[config.mk]
export PLATFORM = sky130hd
export DESIGN_NAME = seg_scan_ctrl
export DESIGN_NICKNAME = d
export VERILOG_FILES = /design/src/rtl/seg_pkg.sv /design/src/rtl/bcd7seg.sv /design/src/rtl/seg_scan_ctrl.sv
export SDC_FILE = /design/constraint.sdc
export NUM_CORES = 1
export LEC_CHECK = 0
export BUFFER_PORTS_ARGS = -buffer_cell sky130_fd_sc_hd__clkbuf_2
export CAP_MARGIN = 0
export CORE_MARGIN = 3
export CORE_UTILIZATION = 35
export DETAILED_ROUTE_END_ITERATION = 8
export GPL_TIMING_DRIVEN = 0
export SLEW_MARGIN = 10
export SYNTH_ARGS = -nofsm -noshare
export SYNTH_HDL_FRONTEND = slang
export SYNTH_HIERARCHICAL = 1
export SYNTH_SLANG_ARGS = --single-unit
[constraint.sdc]
create_clock -name clk -period 5.35 [get_ports clk]
set_input_delay 1.07 -clock clk [delete_from_list [all_inputs] [get_ports clk]]
set_output_delay 1.07 -clock clk [all_outputs]
set_load 0.01 [all_outputs]
[src/rtl/seg_pkg.sv]
// Shared definitions for the multiplexed 7-segment display controller.
//   SEG_BLANK : active-low segment pattern with every segment dark
//   BCD_BLANK : nibble code the decoder renders as a dark digit
//   state_t   : scan sequencer states
package seg_pkg;

    localparam logic [6:0] SEG_BLANK = 7'h7F;
    localparam logic [3:0] BCD_BLANK = 4'hF;

    typedef enum logic [1:0] {
        S_IDLE,
        S_DEAD,
        S_SHOW
    } state_t;

endpackage

[src/rtl/bcd7seg.sv]
// BCD to 7-segment decoder, combinational.
//   i_bcd : BCD digit; codes 10..15 decode to a dark digit
//   o_seg : segments a..g on bits 6..0, active-low (0 = lit)
module bcd7seg
    import seg_pkg::*;
(
    input  logic [3:0] i_bcd,
    output logic [6:0] o_seg
);

    always_comb begin
        case (i_bcd)
            4'd0:    o_seg = 7'b0000001;
            4'd1:    o_seg = 7'b1001111;
            4'd2:    o_seg = 7'b0010010;
            4'd3:    o_seg = 7'b0000110;
            4'd4:    o_seg = 7'b1001100;
            4'd5:    o_seg = 7'b0100100;
            4'd6:    o_seg = 7'b0100000;
            4'd7:    o_seg = 7'b0001111;
            4'd8:    o_seg = 7'b0000000;
            4'd9:    o_seg = 7'b0000100;
            default: o_seg = SEG_BLANK;
        endcase
    end

endmodule

[src/rtl/seg_scan_ctrl.sv]
// Time-multiplexed common-anode 7-segment display controller.
// Accepts a packed BCD word over valid/ready into a pending register and
// commits it to the shown word only at a frame boundary (or while idle),
// then scans one digit per DIV-cycle slot with DEAD blank cycles up front.
//   clk, rst_n : clock, asynchronous active-low reset
//   en         : scan enable; low blanks the display and parks the scanner
//   lz_blank   : enable leading-zero blanking
//   in_valid   : display word offered
//   in_ready   : a word can be accepted (no word pending)
//   in_data    : 4*DIGITS packed BCD, digit 0 in the low nibble
//   seg_o      : registered segments a..g (bits 6..0), active-low
//   an_o       : registered digit select, active-low, at most one low
//   frame_o    : registered pulse for the last cycle of the final slot
module seg_scan_ctrl
    import seg_pkg::*;
#(
    parameter int unsigned DIGITS = 8,
    parameter int unsigned DIV    = 50000,
    parameter int unsigned DEAD   = 16
) (
    input  logic                  clk,
    input  logic                  rst_n,
    input  logic                  en,
    input  logic                  lz_blank,
    input  logic                  in_valid,
    output logic                  in_ready,
    input  logic [4*DIGITS-1:0]   in_data,
    output logic [6:0]            seg_o,
    output logic [DIGITS-1:0]     an_o,
    output logic                  frame_o
);

    localparam int unsigned DW = $clog2(DIGITS);
    localparam int unsigned CW = $clog2(DIV);

    state_t                r_state;
    logic [CW-1:0]         r_cnt;
    logic [DW-1:0]         r_dig;
    logic [4*DIGITS-1:0]   r_disp;
    logic [4*DIGITS-1:0]   r_pend;
    logic                  r_pend_v;
    logic [6:0]            r_seg;
    logic [DIGITS-1:0]     r_an;
    logic                  r_frame;

    logic                  w_show;
    logic                  w_bnd;
    logic                  w_commit;
    logic [3:0]            w_nib;
    logic [3:0]            w_bcd;
    logic [6:0]            w_seg;
    logic [DIGITS-1:0]     w_lz_mask;

    assign w_show   = (r_state == S_SHOW);
    assign w_bnd    = w_show && (r_cnt == CW'(DIV - 1)) && (r_dig == DW'(DIGITS - 1));
    assign w_commit = r_pend_v && (w_bnd || (r_state == S_IDLE));
    assign w_nib    = r_disp[{r_dig, 2'b00} +: 4];

    // Walk from the top digit down; a digit is blanked while every nibble
    // from it upward is zero. Digit 0 is never blanked.
    always_comb begin
        logic v_hi_zero;
        w_lz_mask = '0;
        v_hi_zero = 1'b1;
        for (int unsigned k = 0; k < DIGITS; k++) begin
            v_hi_zero = v_hi_zero && (r_disp[4*(DIGITS-1-k) +: 4] == 4'h0);
            if (k != DIGITS - 1) begin
                w_lz_mask[DIGITS-1-k] = lz_blank && v_hi_zero;
            end
        end
    end

    assign w_bcd = (w_show && !w_lz_mask[r_dig]) ? w_nib : BCD_BLANK;

    bcd7seg u_dec (
        .i_bcd (w_bcd),
        .o_seg (w_seg)
    );

    always_ff @(posedge clk or negedge rst_n) begin
        if (!rst_n) begin
            r_state  <= S_IDLE;
            r_cnt    <= '0;
            r_dig    <= '0;
            r_disp   <= {DIGITS{BCD_BLANK}};
            r_pend   <= '0;
            r_pend_v <= 1'b0;
            r_seg    <= SEG_BLANK;
            r_an     <= '1;
            r_frame  <= 1'b0;
        end else begin
            // Pins follow the sequencer one cycle late.
            r_seg   <= w_seg;
            r_an    <= w_show ? ~(DIGITS'(1) << r_dig) : '1;
            r_frame <= w_bnd;

            // Commit needs a pending word, so it can never coincide with
            // an accepted transfer (in_ready is low whenever pend_v is set).
            if (w_commit) begin
                r_disp   <= r_pend;
                r_pend_v <= 1'b0;
            end else if (in_valid && !r_pend_v) begin
                r_pend   <= in_data;
                r_pend_v <= 1'b1;
            end

            if (!en) begin
                r_state <= S_IDLE;
                r_cnt   <= '0;
                r_dig   <= '0;
            end else begin
                case (r_state)
                    S_IDLE: begin
                        r_state <= S_DEAD;
                        r_cnt   <= '0;
                        r_dig   <= '0;
                    end
                    S_DEAD: begin
                        r_cnt <= r_cnt + 1'b1;
                        if (r_cnt == CW'(DEAD - 1)) begin
                            r_state <= S_SHOW;
                        end
                    end
                    S_SHOW: begin
                        if (r_cnt == CW'(DIV - 1)) begin
                            r_state <= S_DEAD;
                            r_cnt   <= '0;
                            r_dig   <= (r_dig == DW'(DIGITS - 1)) ? '0 : r_dig + 1'b1;
                        end else begin
                            r_cnt <= r_cnt + 1'b1;
                        end
                    end
                    default: begin
                        r_state <= S_IDLE;
                    end
                endcase
            end
        end
    end

    assign in_ready = !r_pend_v;
    assign seg_o    = r_seg;
    assign an_o     = r_an;
    assign frame_o  = r_frame;

endmodule

==> out/results.ini <==
[synth]
yosys-top-cells-area=dfrtp_1 (28%), dfstp_2 (25%), mux2_4 (9.0%)
synth_seq_cells=102
synth_edf_count=0
yosysSeqAreaShare=0.523
synthesis.nets=448
ys_types=47
postSynthAreaPerCell_um2=12.6
syn_inst=395
synth_warnings=6
syn_area_um2=4990
synth_top_area_cell=dfrtp_1
synth-main-ff-cell=dfrtp_1
async_reset_ff_frac=1.00
synth.top_cell.area_share=0.276

[power]
p_leak_nw=2.51
total_power_mw=2.99
power_density_nw_per_um2=515
ir_drop_v=0.000289

[final_layout]
diodes=0
final_core_util=0.416
drive_above_1_share=0.448
nets=512
layout_commonest_cell=dfrtp_1
mostFrequentLayoutCells=dfrtp_1 (55), clkbuf_2 (52), dfstp_2 (47)
syn_to_final_growth_pct=16.2

[critical_path]
slowest_stage=dfrtp_1
arrival_ns=3.10
cp_max_fo=10
cp_num_buf_inv=3
crit_chain=clkbuf_1, buf_2, nand2_1, a211oi_1, o21ai_0, nand4_1, inv_1, ha_1, or2_1, a21oi_2, a31oi_1
rr_worst_depth=11
end_kind=flop
crit_start=r_dig[0]
worst_ep_required_time_ns=5.61
slowest_delay_ns=0.40
r2r_start=r_dig[0]
critPathTopFamily=buffers and inverters
r2r_slack_ns=2.51
start_kind=flop
path_class=flop to flop
reg2reg_to=seg_o[3]

[run_status]
status=finished, final reports clean

[cts]
cts_resized=0
cts.sinks=102
cts_root_buf=clkbuf_16
cts_hold_buffers=0
numCtsBuffers=9
postCtsSetupBuffers=0
cts_tree=done
clk_latency_ns=0.35
path_clk_slew_ns=0.07
cts.path.max_buffers=2
cts_htree_levels=3

[timing]
setup_viol=0
report.final.hold_viol_count=0
slew_headroom=0.497
setup_slack_ns=2.51
min_period_ns=2.84
skew_ns=0.00983
rsz0062_at_grt=false
maxSlewViolCount=0
setup_tns_ns=0
tightest_slew_ns=0.754
fmax_ghz=0.353
period_share=0.530

[floorplan]
die_w_um=125
initial_core_util=0.358
core.rowCount=43
die_area_um2=15700
io_pins=54
die_h_um=125
fp.coreArea_um2=13900

[grt]
grt-ovfl-total=0
grt_pass1_vias=3274
antenna_found_initial=0
grt_max_degree=103
grt_usage=0.129
grt_pass1_wl_mm=16.3

[placed_design]
hpwl_mm=7.05
post-place-ws_ns=2.53
routabilityCongestion=0.793
portBuffers=53

[flow_run]
maxCapViolations=0

[route]
vias=3199
drc=0
ant_nets=0
wl_per_cell_um=15.2
wl_mm=9.77
via_per_inst=4.97
drt_iter0_drc=272
drtPass1Iterations=4

[min_path]
hold_end=r_disp[9]
hold_start=r_pend[9]
min_delay_path_depth=1
timing.hold.worst.class=flop to flop

[area by class of cell]
class / count / area, µm²
plain buffers: 22 / 143
clock buffers: 9 / 225
clock inverters: 7 / 82.6
fillers: 1295 / 8140
inverters: 18 / 67.6
multi-input cells: 253 / 2170
flip-flops and latches: 102 / 2610
well taps: 180 / 225
repair buffers: 53 / 274
[worst max path at each step]
stage | end | slack, ns | depth (start not counted)
after floorplan | seg_o[3] | 2.92 | 9
after global placement | r_pend[14] | 1.97 | 1
after detailed placement | seg_o[3] | 2.53 | 10
after CTS | seg_o[3] | 2.56 | 10
after global routing | seg_o[3] | 2.27 | 11
final | seg_o[3] | 2.51 | 11
[sequential cells by signal, summed over array words and instances (netlist names)]
signal    count
r_disp       32
seg_o         7
an_o          8
r_cnt        16
r_pend_v      1
r_state       2
frame_o       1
r_pend       32
r_dig         3
[power by group]
part / leakage (nW) / switching [mW] / internal (mW)
combinational: 1.17 / 0.377 / 0.585
clock: 0.149 / 0.298 / 0.370
sequential: 1.18 / 0.210 / 1.15
[per-layer routing]
metal / up-vias / GRT usage / wire length (µm)
met5: - / 0 / 0
li1: 1548 / - / -
met1: 1595 / 0.164 / 4510
met4: 0 / 0.0453 / 145
met2: 46 / 0.213 / 4740
met3: 10 / 0.0350 / 374
[metrics by stage]
step	area, µm²	hold WS (ns)	cells
after floorplan	4990	0.477	395
after global placement	5480	0.492	628
after detailed placement	5490	0.493	628
after CTS	5800	0.501	644
after global routing	5800	0.511	644
final	5800	0.494	644
[worst register-to-register path, cell delays in order, from the launching register on]
cell and delay, ns:
dfrtp_1 0.40, clkbuf_1 0.36, buf_2 0.35, nand2_1 0.10, a211oi_1 0.22, o21ai_0 0.22, nand4_1 0.32, inv_1 0.14
ha_1 0.20, or2_1 0.22, a21oi_2 0.16, a31oi_1 0.07
[logic make-up (layout without fill, tap and decap cells)]
family | count (synthesis) | count (layout) | synth area share
AOI/OAI and AO/OA | 59 | 59 | 0.0707
adders and majority gates | 16 | 16 | 0.0401
buffers and inverters | 40 | 109 | 0.0421
DFF | 102 | 102 | 0.523
muxes | 76 | 76 | 0.211
and+or+nand+nor | 102 | 102 | 0.113
[cell usage after synthesis, types with 4 or more instances]
cell and count:
dfrtp_1 55, dfstp_2 47, mux2_2 34, mux2_4 30, nand2_1 24, o21ai_0 22
a21oi_1 18, inv_1 17, ha_1 16, nand3_1 16, nor2_1 13, clkbuf_1 11
nor4_1 9, mux4_2 8, buf_6 7, or3_1 7, nand4_1 6, nand2b_1 5
nor3_1 5, mux2i_1 4
Power figures use the tool's default switching activity.
